--- src/rtl/jk_seq_pkg.sv ---
// rtl/jk_seq_pkg.sv - shared constants and next-count helper for the JK modulo counter
//
// Purpose: direction encoding and the modulo next-count function used by
//          jk_mod_counter. Arithmetic is carried one bit wider than the count
//          so a modulus of 2**WIDTH does not overflow before the compare.
// Contents:
//   DIR_UP / DIR_DN  direction encoding for the up input
//   mod_next()       next count for a given current count, direction, modulus
package jk_seq_pkg;

  localparam logic DIR_UP = 1'b1;
  localparam logic DIR_DN = 1'b0;

  // Operands are 32/33 bits wide so any counter up to 32 bits can use it;
  // the caller casts the result back down to its own width.
  function automatic logic [31:0] mod_next(
    input logic [31:0] q,
    input logic        up,
    input logic [32:0] modulus
  );
    logic [32:0] w_sum;
    logic [32:0] w_top;
    if (up == DIR_UP) begin
      w_sum = {1'b0, q} + 33'd1;
      return (w_sum >= modulus) ? 32'd0 : w_sum[31:0];
    end else begin
      w_top = modulus - 33'd1;
      return (q == 32'd0) ? w_top[31:0] : (q - 32'd1);
    end
  endfunction

endpackage

--- src/rtl/jk_bit.sv ---
// rtl/jk_bit.sv - single JK flip-flop, rising edge, async active-low reset
//
// Purpose: one state bit of the counter.
// Ports:
//   i_clk    rising-edge clock
//   i_rst_n  asynchronous active-low reset, clears o_q
//   i_j      J input
//   i_k      K input   (JK: 00 hold, 01 clear, 10 set, 11 toggle)
//   o_q      flop output
module jk_bit (
  input  logic i_clk,
  input  logic i_rst_n,
  input  logic i_j,
  input  logic i_k,
  output logic o_q
);

  logic r_q;

  always_ff @(posedge i_clk or negedge i_rst_n) begin
    if (!i_rst_n) begin
      r_q <= 1'b0;
    end else begin
      case ({i_j, i_k})
        2'b00:   r_q <= r_q;
        2'b01:   r_q <= 1'b0;
        2'b10:   r_q <= 1'b1;
        default: r_q <= ~r_q;
      endcase
    end
  end

  assign o_q = r_q;

endmodule

--- src/rtl/jk_mod_counter.sv ---
// rtl/jk_mod_counter.sv - modulo-N up/down counter built from toggle-mode JK flops
//
// Purpose: counts 0..MODULUS-1 up or down with synchronous load, a combinational
//          terminal count and a registered wrap pulse. State lives in WIDTH
//          jk_bit instances driven with J=K=(q ^ next).
// Parameters:
//   WIDTH    counter width in bits
//   MODULUS  count range 0..MODULUS-1, 2 <= MODULUS <= 2**WIDTH
// Ports:
//   clk     rising-edge clock
//   rst     asynchronous active-low reset (q=0, wrap=0)
//   en      count enable
//   up      direction, 1 = increment, 0 = decrement
//   load    synchronous load (priority over en)
//   d       load value, out-of-range values load 0
//   q       current count (flop outputs)
//   tc      terminal count, high during the cycle whose edge wraps
//   wrap    one-cycle pulse after a wrap edge
//   q_gray  registered Gray code of q (only with JK_CNT_GRAY_OUT_EN defined)
// Build option: JK_CNT_GRAY_OUT_EN adds the q_gray output.
module jk_mod_counter
  import jk_seq_pkg::*;
#(
  parameter int WIDTH   = 4,
  parameter int MODULUS = 10
) (
  input  logic             clk,
  input  logic             rst,
  input  logic             en,
  input  logic             up,
  input  logic             load,
  input  logic [WIDTH-1:0] d,
  output logic [WIDTH-1:0] q,
  output logic             tc,
  output logic             wrap
`ifdef JK_CNT_GRAY_OUT_EN
  ,
  output logic [WIDTH-1:0] q_gray
`endif
);

  generate
    if ((MODULUS < 2) || (longint'(MODULUS) > (64'd1 << WIDTH))) begin : g_bad_modulus
      $error("jk_mod_counter: MODULUS must satisfy 2 <= MODULUS <= 2**WIDTH");
    end
  endgenerate

  localparam logic [WIDTH:0]   L_MOD = (WIDTH + 1)'(MODULUS);
  localparam logic [WIDTH-1:0] L_MAX = WIDTH'(MODULUS - 1);

  logic [WIDTH-1:0] w_q;
  logic [WIDTH-1:0] w_count;
  logic [WIDTH-1:0] w_load_val;
  logic [WIDTH-1:0] w_next;
  logic [WIDTH-1:0] w_t;
  logic             w_at_max;
  logic             w_at_zero;
  logic             r_wrap;

  assign w_count    = WIDTH'(mod_next(32'(w_q), up, 33'(MODULUS)));
  assign w_load_val = ({1'b0, d} < L_MOD) ? d : '0;

  always_comb begin
    w_next = w_q;
    if (load) begin
      w_next = w_load_val;
    end else if (en) begin
      w_next = w_count;
    end
  end

  // Only bits that change get J=K=1; the rest hold.
  assign w_t = w_q ^ w_next;

  generate
    for (genvar gi = 0; gi < WIDTH; gi++) begin : g_bit
      jk_bit u_bit (
        .i_clk   (clk),
        .i_rst_n (rst),
        .i_j     (w_t[gi]),
        .i_k     (w_t[gi]),
        .o_q     (w_q[gi])
      );
    end
  endgenerate

  assign w_at_max  = (w_q == L_MAX);
  assign w_at_zero = (w_q == '0);
  assign tc = en & ~load & (((up == DIR_UP) & w_at_max) | ((up == DIR_DN) & w_at_zero));

  always_ff @(posedge clk or negedge rst) begin
    if (!rst) begin
      r_wrap <= 1'b0;
    end else begin
      r_wrap <= tc;
    end
  end

`ifdef JK_CNT_GRAY_OUT_EN
  logic [WIDTH-1:0] r_q_gray;

  always_ff @(posedge clk or negedge rst) begin
    if (!rst) begin
      r_q_gray <= '0;
    end else begin
      r_q_gray <= w_next ^ (w_next >> 1);
    end
  end

  assign q_gray = r_q_gray;
`endif

  assign q    = w_q;
  assign wrap = r_wrap;

endmodule

--- config.mk ---
export PLATFORM = sky130hd
export DESIGN_NAME = jk_mod_counter
export DESIGN_NICKNAME = d
export VERILOG_FILES = /design/src/rtl/jk_seq_pkg.sv /design/src/rtl/jk_bit.sv /design/src/rtl/jk_mod_counter.sv
export SDC_FILE = /design/constraint.sdc
export NUM_CORES = 1
export LEC_CHECK = 0
export ABC_AREA = 0
export CORE_MARGIN = 2
export CORE_UTILIZATION = 52
export CTS_CLUSTER_DIAMETER = 60
export DETAILED_ROUTE_END_ITERATION = 8
export PLACE_DENSITY = 0.83
export SYNTH_ARGS = -nofsm -noshare
export SYNTH_HDL_FRONTEND = slang
export SYNTH_HIERARCHICAL = 1
export SYNTH_SLANG_ARGS = --single-unit
--- constraint.sdc ---
create_clock -name clk -period 2.9 [get_ports clk]
set_input_delay 0.58 -clock clk [delete_from_list [all_inputs] [get_ports clk]]
set_output_delay 0.58 -clock clk [all_outputs]
set_load 0.005 [all_outputs]
======== Word level (Yosys, flattened, before mapping) ========
Cells that the tools add are included.
storage, ports and cells
  flip-flop bits (word level) ............. 5
  input port bits ......................... 9
  logic and storage cells ................. 45
  output and inout bits ................... 6
operators by class
  reduce and logical (&&, ||, !) cells .... 5
  muxes and demuxes ....................... 10
  bitwise operators ....................... 12
  $lt $le $gt $ge ......................... 2
  equal/unequal tests ..................... 9
  $add $sub $neg .......................... 2
operators with widths
  operator                                                                count
  4-bit 2-to-1 mux                                                        6
  1-bit one-hot mux with 3 select lines                                   4
  2-bit by 1-bit equality test with 1-bit output (second input constant)  4
  2-bit equality test (second input constant)                             4
  2-bit logical NOT                                                       4
  1-bit inverter                                                          6
  4-bit by 1-bit adder with 5-bit output (second input constant)          1
  5-bit by 4-bit >= comparator with 1-bit output (second input constant)  1
  1-bit AND                                                               4
  4-bit equality test (second input constant)                             1
  4-bit logical NOT                                                       1
  4-bit less-than comparator (second input constant)                      1
  4-bit by 1-bit subtractor with 4-bit output (second input constant)     1
  4-bit XOR                                                               1
  1-bit OR                                                                1

======== Longest topological paths before layout ========
Gate-level depths: netlist (run 1).
  depth in word-level cells ............... 9
  depth in mapped cells ................... 12
  gate-level depth less buffers ........... 11

======== Cells and area by module ========
The synthesis (run 1) kept the hierarchy.
modules (own cells, without submodules)
  module          times used  area each (um^2)  cells each
  jk_mod_counter  1           505.5             73
  jk_bit          4           86.3              9

======== Worst setup path before layout (run 1) ========
No wires, ideal clock.
  path kind ............................... register to register
  start point ............................. register g_bit[0].u_bit.r_q
  end point ............................... register g_bit[1].u_bit.r_q
  setup time .............................. 92 ps
  path slack .............................. 240 ps
  buffers on the path ..................... 1
  arrival time ............................ 2569 ps
  stages on the path, launching flop included .. 13
  required time ........................... 2808 ps
  cells stage by stage .................... dfrtp_1 > buf_4 > inv_1 > ha_1 > or3b_1 > o21ai_1 > a31oi_1 > a31o_2 > a32oi_1 > inv_1 > ha_1 > nor2b_1 > o31ai_2
on the way
  cells in the longest elaborated chain, start to end .. 9
ends and longest elaborated chain
  item                                            RTL line              RTL
  start: declaration                              jk_bit.sv:18          logic r_q;
  start signal: assignment                        jk_bit.sv:25          2'b00: r_q <= r_q;
  start signal: assignment                        jk_bit.sv:28          default: r_q <= ~r_q;
  4-bit by 1-bit adder with 5-bit output          jk_seq_pkg.sv:24      w_sum = {1'b0, q} + 33'd1;
  5-bit by 4-bit >= comparator with 1-bit output  jk_seq_pkg.sv:25      return (w_sum >= modulus) ? 32'd0 : w_sum[31:0];
  4-bit 2-to-1 mux                                jk_seq_pkg.sv:25
  4-bit 2-to-1 mux (*)                            jk_seq_pkg.sv:23      if (up == DIR_UP) begin
  4-bit 2-to-1 mux (*)                            jk_mod_counter.sv:67  end else if (en) begin
  4-bit 2-to-1 mux (*)                            jk_mod_counter.sv:65  if (load) begin
  4-bit XOR (*)                                   jk_mod_counter.sv:73  assign w_t = w_q ^ w_next;
  named net w_t[1]                                jk_mod_counter.sv:55  logic [WIDTH-1:0] w_t;
  2-bit equality test (tied with other cells)     jk_bit.sv:24          case ({i_j, i_k})
  1-bit one-hot mux with 3 select lines           jk_bit.sv:24
  end signal: assignment                          jk_bit.sv:25
  end signal: assignment                          jk_bit.sv:28
  end: declaration                                jk_bit.sv:18
The timed path passes the listed nets; every way through them passes the cells marked *.
A chain may end at the register's enable or synchronous reset.

======== Worst setup path after layout (run 1) ========
  start point ............................. input port up
  end point ............................... output port tc
on the way
  cells in the longest elaborated chain, start to end .. 4
ends and longest elaborated chain
  item                RTL line              RTL
  start: declaration  jk_mod_counter.sv:30  input logic up,
  1-bit inverter      jk_mod_counter.sv:89  assign tc = en & ~load & (((up == DIR_UP) & w_at_max) | ((up == DIR_DN) & w_at_zero));
  1-bit AND           jk_mod_counter.sv:89
  1-bit OR (*)        jk_mod_counter.sv:89
  1-bit AND (*)       jk_mod_counter.sv:89
  end: declaration    jk_mod_counter.sv:34  output logic tc,
Every way passes the cells marked *; elsewhere a longest branch is shown, timed or not.

==> reports/qor.yml, run 1 <==
num_vias: 888
core_um2: 1524
syn_inst: 109
critPathRequiredTime_ns: 2.32
htree_levels: 1
power_frac_seq_pct: 15.0
gp_congestion: 0.8928
chipWidth_um: 44.45
combPwrFrac_pct: 78.2
syn_area_per_cell_um2: 7.806
drive_gt1_share_pct: 18.32
max-slew-margin-rel_pct: 65.30
nets: 152
cts_buffers: 3
ant_nets: 0
ys_seq_area_share_pct: 14.71
synth_fa_ha_area_share_pct: 16.18
synthMuxAreaShare_pct: 2.941
fp.dieH_um: 44.45
swShare_pct: 46.95
synth-xor-area-share_pct: 0
cap_violations: 0
route.detailed.drc: 0
outcome: "finished clean"
worstPathMaxFanout: 14
grt_overflow: 0
crit_arrival_ns: 2.14
cts_sinks: 5
rows: 14
postCtsSetupRepairBufs: 0
drt_wl_total_mm: 1.943
routedWlPerCell_um: 13.22
cts_root_buf: "clkbuf_4"
clkTransAtPathRegs_ns: 0.04
dpl.hpwl_mm: 1.539
skew_ns: 0.003217
clk_latency_ns: 0.24
peakVddDrop_v: 0.0006086
p_leak_nw: 0.5003
clk_path_buf_depth: 2
ys_ff_latch: 5
hold_path.class: "in -> async"
period_share_pct: 93.93
max_freq_ghz: 0.3671
postPlaceCellArea_um2: 1039
grt_usage_pct: 23.11
synth_top_family_by_area: "compound AO/OA/AOI/OAI gates"
p_per_area_nw_per_um2: 1088
stdcell_area_um2: 1084
dieArea_um2: 1976
io_pins: 15
cts_tree: "built"
yosysTopAreaCellShare_pct: 16.18
synth_cell_types: 41
grt_pass1_wl_mm: 3.394
internal_power_mw: 0.6257
syn-cell-area_um2: 850.8
synth_area_leader_cell: "ha_1"
viasPerCell: 6.041
antenna_found_initial: 0
final_cell_mix: "clkdlybuf4s50_1, inv_1, nand2_1, ha_1, buf_4"
grt_max_degree: 18
drt_iter0_drc: 20
final_common_cell: "clkdlybuf4s50_1"
worstSetupPathType: "in -> out"
period_minus_slack_ns: 2.724
maxSlewViolCount: 0
setup_viol: 0
portBuffers: 14
whs_ns: 0.5531
synth_compound_area_share_pct: 31.18
p_sw_mw: 0.5537
diodes: 0
grt_pass1_vias: 847
finish.utilization_pct: 71.10
syn_nets: 129
setup_tns_ns: 0
worst_pin_slew_ns: 0.5206
synthSimpleGateAreaFrac_pct: 24.56
firstDrtPassIters: 5
ys_warn_count: 6
worstSetupEndpointType: "output port"
start_kind: "primary input"
hold_viol: 0
start_util_pct: 55.83
totalPowerFinal_mw: 1.179
synthTopCellsByArea: "ha_1, dfrtp_1, nor2b_1"
synthToLayoutAreaGrowth_pct: 27.35
clkPwrFrac_pct: 6.8
final timing paths:
| path | startpoint | cells after the start | slack [ns] | endpoint |
|---|---|---|---|---|
| hold reg to reg | g_bit[0].u_bit/o_q$_DFFE_PN0P_ | 2 | 0.58 | g_bit[0].u_bit/o_q$_DFFE_PN0P_ |
| max in group asynchronous | rst | 1 | 2.16 | wrap$_DFF_PN0_ |
| setup reg to reg | g_bit[0].u_bit/o_q$_DFFE_PN0P_ | 10 | 0.19 | g_bit[2].u_bit/o_q$_DFFE_PN0P_ |
| hold / removal | rst | 1 | 0.55 | g_bit[1].u_bit/o_q$_DFFE_PN0P_ |
| min in group clk | g_bit[0].u_bit/o_q$_DFFE_PN0P_ | 2 | 0.58 | g_bit[0].u_bit/o_q$_DFFE_PN0P_ |
| setup / recovery | up | 6 | 0.18 | tc |
area by class of cell:
class,count,area [um^2]
Clock buffer,4,26.28
Fill cell,111,440.4
Inverter,13,48.80
Multi-Input combinational cell,86,655.6
Sequential cell,5,125.1
Tap cell,16,20.02
Timing Repair Buffer,23,207.7
cells by family (layout without fill, tap and decap cells):
kind of cell | after synthesis | count (layout)
DFF | 5 | 5
muxes | 2 | 2
buffers and inverters | 18 | 40
and+or+nand+nor | 39 | 39
adders and majority gates | 11 | 11
AOI/OAI and AO/OA | 34 | 34
metrics by stage:
step,instances,worst slack [ns]
after global routing,147,-0.004181
after detailed placement,143,-0.08489
after global placement,143,-0.007032
after floorplan,109,0.2397
final,147,0.1759
after CTS,147,0.08327
power groups by stage:
stage                     registers (mW)  clock network [mW]  logic, mW
after floorplan                    0.151                   0      0.687
after global placement             0.171                   0      0.853
after detailed placement           0.175                   0      0.899
after CTS                          0.174              0.0819      0.903
after global routing               0.180              0.0895       1.04
final                              0.177              0.0797      0.923
critical path, cell delays in order:
cell and delay (ns):
clkdlybuf4s50_1 0.42, buf_4 0.19, nor3b_1 0.17, a31oi_1 0.07, nor3_2 0.18, clkdlybuf4s50_1 0.53
Yosys cell counts:
cell	count
o21ai_1	1
nor3b_1	2
dfrtp_1	5
nand4_1	2
inv_1	13
and2b_1	2
buf_2	2
ha_1	11
or3b_1	1
or3_1	1
a32oi_1	2
mux2i_1	1
a221oi_1	1
o32ai_1	1
o211a_1	1
o31a_1	1
o31ai_2	4
o221ai_1	1
nand3_1	3
a22oi_1	1
a21o_1	2
nand2_1	10
buf_4	1
a21oi_1	4
o22a_1	1
nand2b_1	1
a31o_2	1
nor2_1	5
o21bai_1	1
a211o_1	1
o22ai_1	1
nor3_1	3
a21oi_2	1
nor2b_1	8
a31oi_1	4
a2bb2oi_1	1
mux2_4	1
buf_6	2
and2b_2	1
o21a_1	1
o21ai_0	3
per-layer routing:
metal	wire [um]	track usage, %	vias up
li1	-	-	438
met1	825	27.90	400
met2	954	39.12	41
met3	113	4.490	9
met4	50	10.91	0
met5	0	0	-
flip-flops by register name, summed over array words and instances (netlist names):
name             flops
g_bit.u_bit/o_q      4
wrap                 1
timing repair:
| item | in CTS | in global routing |
|---|---|---|
| hold buffers | 0 | 0 |
| setup endpoints to repair | 0 | 2 |
| gates resized for setup | 0 | 4 |
Power figures use the tool's default switching activity.
==> inputs of run 2 (changes only) <==
--- a/config.mk
+++ b/config.mk
@@ -10,6 +10,7 @@
 export CORE_UTILIZATION = 52
 export CTS_CLUSTER_DIAMETER = 60
 export DETAILED_ROUTE_END_ITERATION = 8
+export HOLD_SLACK_MARGIN = 0.06
 export PLACE_DENSITY = 0.83
 export SYNTH_ARGS = -nofsm -noshare
 export SYNTH_HDL_FRONTEND = slang
==> results of run 2 <==
The final DEF is identical to that of run 1; final timing and power are the same.
